--- src/rtl/mem_access_ctrl.sv ---
// MEM-stage load/store sequencer: one request at a time, word-aligned memory access with RMW sub-word stores.
// Define MEM_ACCESS_STATS_EN to add the stat_loads/stat_stores/stat_stalls/stat_errs counter ports.
module mem_access_ctrl #(
    parameter int TIMEOUT  = 255,
    parameter int MIN_WAIT = 1
) (
    input  logic        clk,
    input  logic        rst_n,
    input  logic        req_valid,
    input  logic        req_write,
    input  logic [1:0]  req_size,
    input  logic        req_unsigned,
    input  logic [31:0] req_addr,
    input  logic [31:0] req_wdata,
    output logic        stall,
    output logic        resp_valid,
    output logic [31:0] resp_rdata,
    output logic [1:0]  resp_err,
    output logic [31:0] mem_addr,
    output logic        mem_write,
    output logic [31:0] mem_wdata,
    input  logic [31:0] mem_rdata,
    input  logic        mem_ready
`ifdef MEM_ACCESS_STATS_EN
    ,
    output logic [31:0] stat_loads,
    output logic [31:0] stat_stores,
    output logic [31:0] stat_stalls,
    output logic [31:0] stat_errs
`endif
);

    typedef enum logic [1:0] {IDLE = 2'd0, RD = 2'd1, WR = 2'd2, DONE = 2'd3} state_t;

    localparam logic [1:0] SZ_BYTE = 2'b00;
    localparam logic [1:0] SZ_HALF = 2'b01;
    localparam logic [1:0] SZ_WORD = 2'b10;
    localparam logic [1:0] ERR_OK  = 2'b00;
    localparam logic [1:0] ERR_MIS = 2'b01;
    localparam logic [1:0] ERR_TO  = 2'b10;
    localparam logic [7:0] TIMEOUT_C  = 8'(TIMEOUT);
    localparam logic [7:0] MIN_WAIT_C = 8'(MIN_WAIT);

    state_t      state, state_next;
    logic [31:0] addr_q, wdata_q, rdata_q;
    logic [1:0]  size_q, err_q;
    logic        write_q, unsigned_q;
    logic [7:0]  cnt;

    logic        misaligned, ready_ok, timed_out;
    logic [7:0]  byte_v;
    logic [15:0] half_v;
    logic [31:0] lane_ext, merged;

    // NOTE: every combinational variable gets a default first so no path infers a latch.
    always_comb begin
        misaligned = 1'b1;
        case (req_size)
            SZ_BYTE: misaligned = 1'b0;
            SZ_HALF: misaligned = req_addr[0];
            SZ_WORD: misaligned = |req_addr[1:0];
            default: misaligned = 1'b1;
        endcase
    end

    // mem_ready is ignored until the phase has been held for MIN_WAIT cycles.
    assign ready_ok  = (cnt >= MIN_WAIT_C) && mem_ready;
    assign timed_out = !ready_ok && (cnt == TIMEOUT_C);

    always_comb begin
        byte_v   = mem_rdata[{addr_q[1:0], 3'b000} +: 8];
        half_v   = mem_rdata[{addr_q[1], 4'b0000} +: 16];
        lane_ext = mem_rdata;
        merged   = mem_rdata;
        case (size_q)
            SZ_BYTE: begin
                lane_ext = {{24{~unsigned_q & byte_v[7]}}, byte_v};
                merged[{addr_q[1:0], 3'b000} +: 8] = wdata_q[7:0];
            end
            SZ_HALF: begin
                lane_ext = {{16{~unsigned_q & half_v[15]}}, half_v};
                merged[{addr_q[1], 4'b0000} +: 16] = wdata_q[15:0];
            end
            default: merged = wdata_q;
        endcase
    end

    // NOTE: reset is synchronous, so it is just the first branch inside the clocked block.
    always_ff @(posedge clk) begin
        if (!rst_n) state <= IDLE;
        else        state <= state_next;
    end

    always_comb begin
        state_next = state;
        case (state)
            IDLE: begin
                if (req_valid) begin
                    if (misaligned)                             state_next = DONE;
                    else if (req_write && req_size == SZ_WORD)  state_next = WR;
                    else                                        state_next = RD;
                end
            end
            RD: begin
                if (ready_ok)       state_next = write_q ? WR : DONE;
                else if (timed_out) state_next = DONE;
            end
            WR: begin
                if (ready_ok || timed_out) state_next = DONE;
            end
            default: state_next = IDLE;
        endcase
    end

    // NOTE: sequential state uses non-blocking assignments so all registers update together.
    always_ff @(posedge clk) begin
        if (!rst_n) begin
            addr_q     <= '0;
            wdata_q    <= '0;
            rdata_q    <= '0;
            size_q     <= '0;
            err_q      <= '0;
            write_q    <= 1'b0;
            unsigned_q <= 1'b0;
            cnt        <= '0;
        end else begin
            if (state_next != state)
                cnt <= '0;
            else if ((state == RD || state == WR) && cnt != TIMEOUT_C)
                cnt <= cnt + 8'd1;

            case (state)
                IDLE: begin
                    if (req_valid) begin
                        addr_q     <= req_addr;
                        wdata_q    <= req_wdata;
                        size_q     <= req_size;
                        write_q    <= req_write;
                        unsigned_q <= req_unsigned;
                        rdata_q    <= '0;
                        err_q      <= misaligned ? ERR_MIS : ERR_OK;
                    end
                end
                RD: begin
                    if (ready_ok) begin
                        if (write_q) wdata_q <= merged;
                        else         rdata_q <= lane_ext;
                    end else if (timed_out) begin
                        err_q <= ERR_TO;
                    end
                end
                WR: begin
                    if (timed_out) err_q <= ERR_TO;
                end
                default: ;
            endcase
        end
    end

    always_comb begin
        stall      = 1'b0;
        resp_valid = 1'b0;
        resp_rdata = '0;
        resp_err   = ERR_OK;
        mem_addr   = '0;
        mem_write  = 1'b0;
        mem_wdata  = '0;
        case (state)
            IDLE: stall = req_valid;
            RD: begin
                stall    = 1'b1;
                mem_addr = {addr_q[31:2], 2'b00};
            end
            WR: begin
                stall     = 1'b1;
                mem_addr  = {addr_q[31:2], 2'b00};
                mem_wdata = wdata_q;
                mem_write = ready_ok;
            end
            default: begin
                resp_valid = 1'b1;
                resp_rdata = rdata_q;
                resp_err   = err_q;
            end
        endcase
    end

`ifdef MEM_ACCESS_STATS_EN
    always_ff @(posedge clk) begin
        if (!rst_n) begin
            stat_loads  <= '0;
            stat_stores <= '0;
            stat_stalls <= '0;
            stat_errs   <= '0;
        end else begin
            if (stall) stat_stalls <= stat_stalls + 32'd1;
            if (state == DONE) begin
                if (err_q != ERR_OK) stat_errs   <= stat_errs + 32'd1;
                else if (write_q)    stat_stores <= stat_stores + 32'd1;
                else                 stat_loads  <= stat_loads + 32'd1;
            end
        end
    end
`endif

endmodule

--- config.mk ---
export PLATFORM = sky130hd
export DESIGN_NAME = mem_access_ctrl
export DESIGN_NICKNAME = d
export VERILOG_FILES = /design/src/rtl/mem_access_ctrl.sv
export SDC_FILE = /design/constraint.sdc
export NUM_CORES = 1
export LEC_CHECK = 0
export ABC_AREA = 1
export BUFFER_PORTS_ARGS = -buffer_cell sky130_fd_sc_hd__clkbuf_2
export CAP_MARGIN = 25
export CORE_MARGIN = 3
export CORE_UTILIZATION = 58
export CTS_BUF_LIST = sky130_fd_sc_hd__clkbuf_4 sky130_fd_sc_hd__clkbuf_8
export CTS_CLUSTER_SIZE = 20
export DETAILED_ROUTE_END_ITERATION = 8
export GPL_TIMING_DRIVEN = 0
export PLACE_DENSITY = 0.91
export SETUP_SLACK_MARGIN = 0.02
export SLEW_MARGIN = 20
export SYNTH_ARGS = -nofsm -noshare
export SYNTH_HDL_FRONTEND = slang
export SYNTH_SLANG_ARGS = --single-unit
--- constraint.sdc ---
create_clock -name clk -period 3.82 [get_ports clk]
set_clock_uncertainty 0.15 [all_clocks]
set_input_delay 0.382 -clock clk [delete_from_list [all_inputs] [get_ports clk]]
set_output_delay 0.382 -clock clk [all_outputs]
set_load 0.01 [all_outputs]
# Word-level counts from Yosys, hierarchy flattened
# Cells that the tools add are included.
# totals
reg_bits	112
latch_bits	0
ram_bits	0
romBits	0
input_bits	104
out_inout_bits	101
n_memories	0
# classes
add_sub_neg	3
multipliers	0
n_div	0
magnitude_cmp	1
eq_ne	14
shifts	6
n_mux	33
n_bitwise	4
reduce_logical	20
# op_table
cell	n
32-bit 2-to-1 mux	9
32-bit case mux with 2 select lines	4
32-bit bitwise mux	2
16-bit by 7-bit variable shift with 32-bit output (first input constant)	1
8-bit by 7-bit variable shift with 32-bit output (first input constant)	1
16-bit by 7-bit variable part select with 32-bit output	1
32-bit by 6-bit variable part select with 16-bit output	1
32-bit by 6-bit variable part select with 8-bit output	1
8-bit by 7-bit variable part select with 32-bit output	1
2-bit 2-to-1 mux	10
5-bit negator with 7-bit output	2
2-bit case mux with 3 select lines	2
2-bit != test (second input constant)	5
8-bit by 1-bit adder with 8-bit output (second input constant)	1
8-bit == test (second input constant)	1
8-bit by 1-bit greater-or-equal comparator with 1-bit output (second input constant)	1
8-bit != test (second input constant)	1
2-bit by 1-bit == test with 1-bit output (second input constant)	3
2-bit logical NOT	3
2-bit OR reduction	3
5-bit AND reduction	1
2-bit == test (second input constant)	2
1-bit logical AND	4
1-bit 2-to-1 mux	4
14 further kinds	17

# Logic depth before layout (Yosys ltp)
# Gate-level depths: netlist of run 1.
# logic_depth
word_depth	9
depth_mapped	15
depth_no_buf	15

# Worst setup path before layout of run 1
# Ideal clock, no wire load.
# synth_timing
kind	reg2reg
start	register addr_q[1]
end	register wdata_q[11]
setup_ns	0.064
arrival_ns	1.769
slack_ns	1.836
stages_incl_launch_ff	12
path_buffers	2
period_less_slack_ns	1.984
cell_sequence	dfxtp_1 inv_1 buf_2 ha_1 inv_1 clkbuf_1 nand3_1 nor2_1 a21oi_1 o221ai_1 nor2_1 nor2_1
# synth_between
elab_chain_cells	7
# synth_lines
item	line	rtl
start: declaration	45	logic [31:0] addr_q, wdata_q, rdata_q;
start signal: assignment	135	addr_q <= req_addr;
5-bit negator with 7-bit output (on tied branches)	82, 78	
16-bit by 7-bit variable part select with 32-bit output, or another cell as far along	82	merged[{addr_q[1], 4'b0000} +: 16] = wdata_q[15:0];
32-bit bitwise mux (on tied branches)	82, 78	
32-bit case mux with 2 select lines (*)	75	case (size_q)
32-bit 2-to-1 mux (*)	146	if (write_q) wdata_q <= merged;
32-bit 2-to-1 mux (*)	145	if (ready_ok) begin
32-bit case mux with 2 select lines (*)	132	case (state)
end signal: assignment	136	wdata_q <= req_wdata;
end signal: assignment	146	
end: declaration	45	
# Every way passes the cells marked *; elsewhere a longest branch is shown, timed or not. The select of a mux whose other input is x is not followed.
# A chain may end at the register's enable or synchronous reset.

# Worst setup path in the final report of run 1
# layout_timing
start	register state[0]
end	output port mem_wdata[2]
# layout_between
elab_chain_cells	2
# layout_lines
item	line	rtl
start: declaration	44	state_t state, state_next;
start signal: assignment	91	else state <= state_next;
2-bit == test	168	case (state)
32-bit 2-to-1 mux	168	
end: declaration	21	output logic [31:0] mem_wdata,
# No other way between the ends.

==> results.toml, run 1 <==
[status]
outcome = "complete, no violations"

[drt]
vias = 7959
wl_per_cell_um = 15.5
wl_um = 22300
ant_nets = 0
dr.pass1.iters = 6
drtIter0Drc = 701
routed_via_density = 5.52
drc = 0

[timing]
rsz0062_at_grt = "false"
fmax_ghz = 0.362
slew_violations = 0
fin_ws_ps = 1060
period_share_pct = 72.4
layout_min_cycle_time_ps = 2760
fin_setup_tns_ps = 0
finalSetupViolCount = 0
timing.slew.headroom_pct = 55.1
worst_slew_pin_slew_ps = 674
finalHoldViolations = 0

[worst_setup_path]
endpoint_kind = "primary output"
max_stage_delay_ps = 500
path_cells = "inv_1 -> ha_1 -> clkbuf_1 -> clkbuf_1 -> nand2_1 -> inv_1 -> clkbuf_2"
critPathArrivalTime_ps = 2230
worstSetupStartpointType = "flip-flop"
cp_slowest_cell = "clkbuf_1"
path_class = "flip-flop to primary output"
required_ps = 3290
worstPathMaxFanout = 10

[clocking]
post_cts_resize_count = 0
clk_pin_slew_ps = 110
htreeDepth = 3
cts_tree = "done"
clockBufferDepth = 2
cts_hold_buffers = 0
cts_root_buffer = "clkbuf_8"
numCtsBuffers = 9
clock_latency_ps = 400
post-cts-setup-buffers = 0
cts_sinks = 112

[logic_synthesis]
synth_seq_cells = 112
synthDistinctLibCells = 43
synth_top_family_by_area = "simple AND/OR/NAND/NOR gates"
synth_area_um2 = 6830
synth.top_cell.area_share_pct = 32.8
synthMuxAreaShare_pct = 1.03
synth_compound_area_share_pct = 20.4
ys_seq_area_share_pct = 32.8
avgSynthCellArea_um2 = 6.31
ys_warn_count = 0
synth_cells = 1082
synthTopCellsByArea = "dfxtp_1 (33%), nand2_1 (16%), inv_1 (8.4%), o21ai_0 (7.0%), a21oi_1 (6.2%)"
synth_top_cell_by_area = "dfxtp_1"
synth-main-ff-cell = "dfxtp_1"
synth_xor_xnor_area_share_pct = 0.897
synth-simple-area-share_pct = 29.1
synthAdderAreaFrac_pct = 2.20
async_flop_share_pct = 0
synth_edf_count = 0

[power_and_ir_drop]
peakVddDrop_v = 0.000391
seq_power_share_pct = 36.5
power.density_nw_per_um2 = 524
p_sw_uw = 2000
internal_power_uw = 2300
clkPwrFrac_pct = 16.7
swShare_pct = 46.5
power_leakage_uw = 0.00435
p_comb_share_pct = 46.8

[layout]
syn2layout_area_growth_pct = 20.3
antenna_cells = 0
layout_common_cells = "nand2_1 (283), clkbuf_2 (201), inv_1 (153), dfxtp_1 (112), nor2_1 (99)"
drive_above_1_share_pct = 21.7
layoutNonFillerInstCount = 1443
mostFrequentLayoutCell = "nand2_1"
nets = 1411

[floorplan]
die_w_um = 115
dieArea_um2 = 13100
start_util_pct = 59.6
fp.coreArea_um2 = 11500
die_h_um = 115
io_pins = 205
rows = 39

[flow_run]
drv_cap = 0

[placement]
gp_congestion = 0.998
dp.cells = 1427
pre_cts_ws_ps = 1390
place_hpwl_um = 17700
port-buffer-count = 201

[grt]
grt_pass1_wl_um = 35300
grt_start_max_net_pins = 22
grt_pass1_vias = 7360
grt_overflow = 0
antenna_found_initial = 0
grt.total_usage_pct = 33.6

[min_path]
hold_class = "input pin to flip-flop"
Yosys cell counts, types with 2 or more instances:
cell	count
o221ai_1	5
inv_2	8
inv_1	153
o211ai_1	10
nand2_2	3
a31oi_1	10
nor2_1	99
buf_4	5
buf_2	13
nand2_1	283
clkbuf_1	43
nor2_2	3
nor2_4	2
a221oi_1	6
nor3_1	15
o22ai_1	9
nand3_1	52
o21ai_0	96
a41oi_1	2
mux2i_1	7
a21oi_1	84
nand4_1	3
a21oi_2	10
dfxtp_1	112
o21ai_1	2
buf_1	3
xor2_1	7
ha_1	12
nand3_2	11
power groups by stage:
stage / sequential (uW) / clock [uW] / combinational [uW]
after floorplan: 1540 / 0 / 1410
after global placement: 1580 / 0 / 1930
after detailed placement: 1590 / 0 / 1970
after CTS: 1560 / 714 / 1980
after global routing: 1590 / 759 / 2250
final: 1570 / 718 / 2020
area by class of cell:
type	instances	area (um^2)
clock inverters	7	71.3
multi-input cells	742	3670
clock buffers	9	124
well taps	143	179
repair buffers	201	1010
flip-flops and latches	112	2240
plain buffers	66	307
fillers	1054	3250
inverters	163	614
registers in the layout, indices dropped and copies added (netlist names):
| signal | count |
|---|---|
| err_q | 2 |
| rdata_q | 32 |
| cnt | 8 |
| size_q | 2 |
| state | 2 |
| unsigned_q | 1 |
| addr_q | 32 |
| write_q | 1 |
| wdata_q | 32 |
worst max-delay path, delay by kind of cell (launching register included):
| kind | cells | cell delay (ps) |
|---|---|---|
| simple gates | 1 | 140 |
| flops | 1 | 360 |
| fa+ha+maj | 1 | 180 |
| buf+inv | 5 | 1150 |
cells by family (layout without fill, tap and decap cells):
logic type,Yosys count,count (layout)
flip-flops,112,112
buffers and inverters,229,446
other,1,2
AND/OR/NAND/NOR,474,474
multiplexers,7,7
adder cells (fa/ha/maj),12,12
XOR/XNOR,7,7
AO/OA/AOI/OAI,240,240
layer usage:
layer	vias up	track usage [%]	wire length (um)
li1	3862	-	-
met1	3551	43.1	9050
met2	459	54.4	10200
met3	87	6.03	2080
met4	0	16.6	983
met5	-	0	0
metrics by stage:
stage / cell area (um^2) / util (%) / total power, uW / hold slack, ps
5_1_grt: 8220 / 71.7 / 4600 / 76.7
3_5_place_dp: 8020 / 70.0 / 3560 / 291
4_1_cts: 8220 / 71.7 / 4260 / 65.4
3_3_place_gp: 8020 / 70.0 / 3520 / 295
2_1_floorplan: 6840 / - / 2940 / 271
6_report: 8220 / 71.7 / 4300 / 68.2
path summary, 6_finish.rpt:
path,start,to,slack [ps],depth (start not counted)
worst max-delay path,state[0],mem_wdata[2],1060,7
worst min-delay path,req_wdata[17],wdata_q[17],70,3
worst max register to register,addr_q[1],wdata_q[12],1300,11
worst min register to register,err_q[1],err_q[1],320,2
No activity file was read; power rests on OpenSTA's default activity.
==> run 2, diff against run 1 <==
--- a/config.mk
+++ b/config.mk
@@ -5,16 +5,16 @@
 export SDC_FILE = /design/constraint.sdc
 export NUM_CORES = 1
 export LEC_CHECK = 0
-export ABC_AREA = 1
+export ABC_AREA = 0
 export BUFFER_PORTS_ARGS = -buffer_cell sky130_fd_sc_hd__clkbuf_2
 export CAP_MARGIN = 25
 export CORE_MARGIN = 3
-export CORE_UTILIZATION = 58
+export CORE_UTILIZATION = 53
 export CTS_BUF_LIST = sky130_fd_sc_hd__clkbuf_4 sky130_fd_sc_hd__clkbuf_8
 export CTS_CLUSTER_SIZE = 20
 export DETAILED_ROUTE_END_ITERATION = 8
 export GPL_TIMING_DRIVEN = 0
-export PLACE_DENSITY = 0.91
+export PLACE_DENSITY = 0.85
 export SETUP_SLACK_MARGIN = 0.02
 export SLEW_MARGIN = 20
 export SYNTH_ARGS = -nofsm -noshare
==> constraint.sdc (replaced) <==
create_clock -name clk -period 2.7 [get_ports clk]
set_clock_uncertainty 0.15 [all_clocks]
set_input_delay 0.27 -clock clk [delete_from_list [all_inputs] [get_ports clk]]
set_output_delay 0.27 -clock clk [all_outputs]
set_load 0.01 [all_outputs]
==> run 2 against run 1 <==
Compared with the run above:
- sequential share of layout area is essentially flat
- critical path type unchanged
- worst setup slack lost 920 ps
- highest routed layer unchanged
- final cell count shrank 18%
- largest cell class unchanged
- die area grew 4.3%
==> results.toml, run 2 <==
[status]
outcome = "complete, no violations"

[worst_setup_path]
endpoint_kind = "primary output"
crit_top_cell = "clkbuf_2"
worstSetupStartpointType = "flip-flop"
critPathArrivalTime_ps = 2140
required_ps = 2280
path_class = "flip-flop to primary output"
path_cells = "inv_1 -> ha_2 -> and2_1 -> clkbuf_2 -> clkbuf_4 -> nor2_2 -> nor2_1 -> clkbuf_2"
r2r_slack_ps = 180
worstPathMaxFanout = 10
cp_slowest_cell = "dfxtp_2"
max_stage_delay_ps = 420

[logic_synthesis]
synth_area_um2 = 6530
synthDistinctLibCells = 70
synth_cells = 799
synthTopCellsByArea = "dfxtp_1 (34%), and2_1 (9.7%), nand2_1 (8.6%), a21boi_0 (4.1%), o211a_1 (4.1%)"
synth-main-ff-cell = "dfxtp_1"
synth.top_cell.area_share_pct = 34.3
ys_seq_area_share_pct = 34.3
ys_top_cells_by_count = "nand2_1 (149), dfxtp_1 (112), and2_1 (101), clkbuf_1 (41), a21boi_0 (36)"
async_flop_share_pct = 0
avgSynthCellArea_um2 = 8.17
synth_edf_count = 0
synth_top_cell_by_area = "dfxtp_1"
ys_warn_count = 0
yosysMostFrequentCell = "nand2_1"
synth_seq_cells = 112

[flow_run]
drv_cap = 0

[floorplan]
die_h_um = 117
die_w_um = 117
start_util_pct = 55.7
dieArea_um2 = 13700
fp.coreArea_um2 = 11700
rows = 39
io_pins = 205

[power_and_ir_drop]
p_sw_uw = 2740
p_comb_share_pct = 47.6
swShare_pct = 44.0
clkPwrFrac_pct = 15.3
seq_power_share_pct = 37.1
internal_power_uw = 3490
peakVddDrop_v = 0.000464
total_power_uw = 6230
power.density_nw_per_um2 = 756
power_leakage_uw = 0.00383

[timing]
worst_slew_pin_slew_ps = 691
finalHoldViolations = 0
finalHoldWorstSlack_ps = 13.9
period_share_pct = 94.8
rsz0062_at_grt = "false"
fmax_ghz = 0.391
finalSetupViolCount = 0
layout_min_cycle_time_ps = 2560
timing.slew.headroom_pct = 53.9
slew_violations = 0

[placement]
post_dp_cell_area_um2 = 7720
place_hpwl_um = 16000
dp.cells = 1145
port-buffer-count = 202
gp_congestion = 0.971

[grt]
grt_start_max_net_pins = 19
grt.total_usage_pct = 31.6
grt_pass1_vias = 6562
grt_overflow = 0
grt_pass1_wl_um = 33700
antenna_found_initial = 0

[layout]
nFillCells = 980
drive_above_1_share_pct = 27.7
nets = 1159
syn2layout_area_growth_pct = 26.2
antenna_cells = 0
post-route-util_pct = 70.4
final_cell_area_um2 = 8240
reg_top3 = "addr_q (32), rdata_q (32), wdata_q (32)"
layoutNonFillerInstCount = 1190
mostFrequentLayoutCell = "clkbuf_2"
layout_common_cells = "clkbuf_2 (207), nand2_1 (149), dfxtp_1 (109), and2_1 (101), a21boi_0 (36)"

[drt]
wl_per_cell_um = 18.4
routed_via_density = 5.92
ant_nets = 0
dr.pass1.iters = 8
wl_um = 21800
drtIter0Drc = 868
drc = 0
vias = 7048

[clocking]
cts_sinks = 112
numCtsBuffers = 9
htreeDepth = 3
clockBufferDepth = 2
cts_root_buffer = "clkbuf_8"
cts_tree = "done"
clk_pin_slew_ps = 110
clock_latency_ps = 390

[min_path]
hold_class = "input pin to flip-flop"
==> run 2: cell types whose count changed in the layout (fill, tap and decap cells not counted), moves of 66 or more <==
cell / before / now
a21oi_1: 84 / 18
inv_1: 153 / 10
o21ai_0: 96 / 30
nand2_1: 283 / 149
and2_1: 0 / 101
nor2_1: 99 / 20
==> run 2: power by group through the flow <==
stage | Sequential [uW] | Combinational (uW) | Clock [uW]
6_report | 2310 | 2970 | 954
5_1_grt | 2340 | 3250 | 1010
4_1_cts | 2280 | 2880 | 951
3_5_place_dp | 2320 | 2810 | 0
3_3_place_gp | 2310 | 2760 | 0
2_1_floorplan | 2190 | 2010 | 0
==> run 2: stage by stage <==
step	setup slack (ps)	TNS, ps
finish	140	0
global route	10.6	0
CTS	21.7	0
detailed placement	-219	-2040
global placement	-164	-1220
floorplan	260	0
==> run 2: per-layer routing <==
metal	up-vias	wire length (um)	GRT usage, %
met1	3221	8390	40.8
li1	3298	-	-
met4	0	904	11.9
met5	-	0	0
met2	440	10200	51.9
met3	89	2300	6.74
==> run 2: cell type report <==
type                    count  area [um^2]  area share [%]
flip-flops and latches    112         2250            27.3
clock buffers              10          131            1.59
inverters                  10         37.5           0.456
plain buffers              65          322            3.90
repair buffers            234         1330            16.2
clock inverters             5         42.5           0.516
well taps                 143          179            2.17
multi-input cells         611         3950            47.9
==> run 2: cells by family (layout without fill, tap and decap cells) <==
kind of cell,after synthesis,count (layout),synth area share (%)
mux,22,22,3.78
compound gates,216,216,26.0
fa+ha+maj,12,12,2.30
simple gates,354,354,27.6
other cells,1,2,0.0574
flops,112,112,34.3
xor+xnor,5,5,0.671
buf+inv,77,324,5.31
==> run 2: timing repair <==
| action | in CTS | in global routing |
|---|---|---|
| hold buffers | 32 | 0 |
| pin swaps | 0 | 3 |
| setup buffers | 0 | 0 |
| setup endpoints to repair | 26 | 93 |
| gates resized for setup | 7 | 12 |
| endpoints found under the hold margin | 32 | 0 |
==> run 2: worst paths after layout <==
kind,start,endpoint,depth (start not counted)
max,state[0],stall,8
min,req_addr[1],addr_q[1],3
max reg2reg,addr_q[1],wdata_q[9],9
min reg2reg,rdata_q[8],rdata_q[8],2
==> run 2: worst max-delay path, delay by kind of cell, from the launching register on <==
kind                     cells  cell delay [ps]
adder cells (fa/ha/maj)      1              240
buffers and inverters        4              640
flip-flops                   1              420
AND/OR/NAND/NOR              3              460
==> run 3, diff against run 2 <==
--- a/config.mk
+++ b/config.mk
@@ -8,13 +8,15 @@
 export ABC_AREA = 0
 export BUFFER_PORTS_ARGS = -buffer_cell sky130_fd_sc_hd__clkbuf_2
 export CAP_MARGIN = 25
+export CELL_PAD_IN_SITES_DETAIL_PLACEMENT = 0
+export CELL_PAD_IN_SITES_GLOBAL_PLACEMENT = 2
 export CORE_MARGIN = 3
-export CORE_UTILIZATION = 53
+export CORE_UTILIZATION = 30
 export CTS_BUF_LIST = sky130_fd_sc_hd__clkbuf_4 sky130_fd_sc_hd__clkbuf_8
 export CTS_CLUSTER_SIZE = 20
 export DETAILED_ROUTE_END_ITERATION = 8
 export GPL_TIMING_DRIVEN = 0
-export PLACE_DENSITY = 0.85
+export PLACE_DENSITY = 0.86
 export SETUP_SLACK_MARGIN = 0.02
 export SLEW_MARGIN = 20
 export SYNTH_ARGS = -nofsm -noshare
==> run 3 against run 2 <==
Compared with the run above:
- sequential share of layout area is 0.64 points lower
- worst setup slack better by 51 ps
- combinational power is 2% higher
- highest routed layer unchanged
- power is 1.5% higher
- critical path depth is 1 higher
- largest cell class unchanged
- hold slack better by 4.5 ps
- register-to-register slack hardly changed
- design area is 2.5% higher
- die area is 72% higher
- maximum frequency is 2.0% higher
==> results.toml, run 3 (synthesis gave the netlist of run 2 again) <==
[status]
outcome = "complete, no violations"

[timing]
finalSetupViolCount = 0
finalHoldWorstSlack_ps = 18.3
worst_slew_pin_slew_ps = 641
slew_violations = 0
layout_min_cycle_time_ps = 2510
period_share_pct = 92.9
rsz0062_at_grt = "true"
finalHoldViolations = 0
fmax_ghz = 0.399
timing.slew.headroom_pct = 57.2

[floorplan]
die_h_um = 154
dieArea_um2 = 23600
io_pins = 205
fp.coreArea_um2 = 21200
die_w_um = 154
start_util_pct = 30.8
rows = 53

[clocking]
cts_root_buffer = "clkbuf_8"
cts_sinks = 112
numCtsBuffers = 9
htreeDepth = 3
clockBufferDepth = 2
clk_pin_slew_ps = 110
clock_latency_ps = 400
cts_tree = "done"
post-cts-setup-buffers = 0

[worst_setup_path]
worstSetupStartpointType = "flip-flop"
r2r_slack_ps = 190
endpoint_kind = "flip-flop"
critPathBufInv = 3
cp_slowest_cell = "dfxtp_4"
worstSetupEndpoint = "wdata_q[9]"
worst-path-stages = 9
path_class = "flip-flop to flip-flop"
path_cells = "buf_6 -> inv_1 -> clkbuf_4 -> ha_1 -> and4b_2 -> a22o_1 -> a222oi_1 -> nand3_1 -> o211a_1"
critPathArrivalTime_ps = 2650
worstPathMaxFanout = 12
r2r-end = "wdata_q[9]"
r2r_cells = 9
cp-startpoint = "addr_q[1]"
required_ps = 2840
critPathTopFamily = "compound AO/OA/AOI/OAI gates"
max_stage_delay_ps = 390
r2r-start = "addr_q[1]"

[drt]
routed_via_density = 5.03
drc = 0
vias = 6644
drtIter0Drc = 448
ant_nets = 0
wl_um = 23800
dr.pass1.iters = 6
wl_per_cell_um = 18.0

[power_and_ir_drop]
power.density_nw_per_um2 = 749
p_sw_uw = 2810
power_leakage_uw = 0.00384
p_comb_share_pct = 47.8
internal_power_uw = 3510
swShare_pct = 44.5
clkPwrFrac_pct = 15.9
peakVddDrop_v = 0.000299
seq_power_share_pct = 36.3
total_power_uw = 6320

[layout]
seq_area_um2 = 2250
drive_above_1_share_pct = 28.1
post-route-util_pct = 39.8
syn2layout_area_growth_pct = 29.4
antenna_cells = 0
nFillCells = 2303
mostFrequentLayoutCell = "clkbuf_2"
layout_common_cells = "clkbuf_2 (208), nand2_1 (149), dfxtp_1 (109), and2_1 (101), a21boi_0 (36)"
reg_top3 = "addr_q (32), rdata_q (32), wdata_q (32)"
nets = 1158
multi_input_area_um2 = 3970

[placement]
port-buffer-count = 202
place_hpwl_um = 18600
gp_congestion = 0.851

[min_path]
hold_class = "input pin to flip-flop"
hold_depth = 3

[grt]
use_met2_pct = 32.7
busiest_layer = "met2"
antenna_found_initial = 0
grt_start_max_net_pins = 21
grt_overflow = 0
grt_pass1_vias = 6670
met3_usage_pct = 3.49
grt.total_usage_pct = 20.0
grt_pass1_wl_um = 37400
met1_usage_pct = 26.9

[flow_run]
drv_cap = 0
## run 3: metrics by stage
stage                     setup TNS, ps  std cells  worst slack, ps  area (um^2)
after floorplan                       0        800              260         6530
after global placement            -2590       1277             -235         7890
after detailed placement          -2500       1277             -219         7890
after CTS                             0       1325             39.2         8430
after global routing                  0       1322             25.8         8450
final                                 0       1322              191         8450
## run 3: power groups by stage
stage | logic (uW) | registers, uW | clock network (uW)
finish | 3020 | 2290 | 1010
global route | 3370 | 2340 | 1110
CTS | 3010 | 2290 | 1040
detailed placement | 2930 | 2320 | 0
global placement | 2920 | 2320 | 0
floorplan | 2010 | 2190 | 0
## run 3: final cells by class
type,count,area share (%)
Tap cell,275,4.07
Inverter,10,0.444
Clock buffer,9,1.47
Clock inverter,7,0.755
Timing Repair Buffer,235,15.9
Buffer,63,3.73
Multi-Input combinational cell,611,47.0
Sequential cell,112,26.6
## run 3: worst register-to-register path, cell delays in order, from the launching register on
cell and delay (ps):
dfxtp_4 390, buf_6 150, inv_1 70, clkbuf_4 200, ha_1 330, and4b_2 290
a22o_1 200, a222oi_1 310, nand3_1 140, o211a_1 160
## run 3: worst min-delay path by stage
stage / slack, ps / from / endpoint
floorplan: 260 / rdata_q[10] / rdata_q[10]
global placement: 270 / rdata_q[12] / rdata_q[12]
detailed placement: 270 / rdata_q[13] / rdata_q[13]
CTS: 1 / req_addr[0] / addr_q[0]
global route: 30 / req_addr[0] / addr_q[0]
finish: 20 / req_addr[0] / addr_q[0]
## run 3: routing by layer
layer  up-vias  wire length (um)
met3        29              1250
met1      3122             10900
met2       200             11200
li1       3293                 -
met4         0               484
met5         -                 0
## run 3: what timing repair did
item	CTS	global route
endpoints found under the setup margin	79	60
hold endpoints to repair	33	0
hold buffers	33	0
gates resized for setup	13	13
pin swaps	0	1
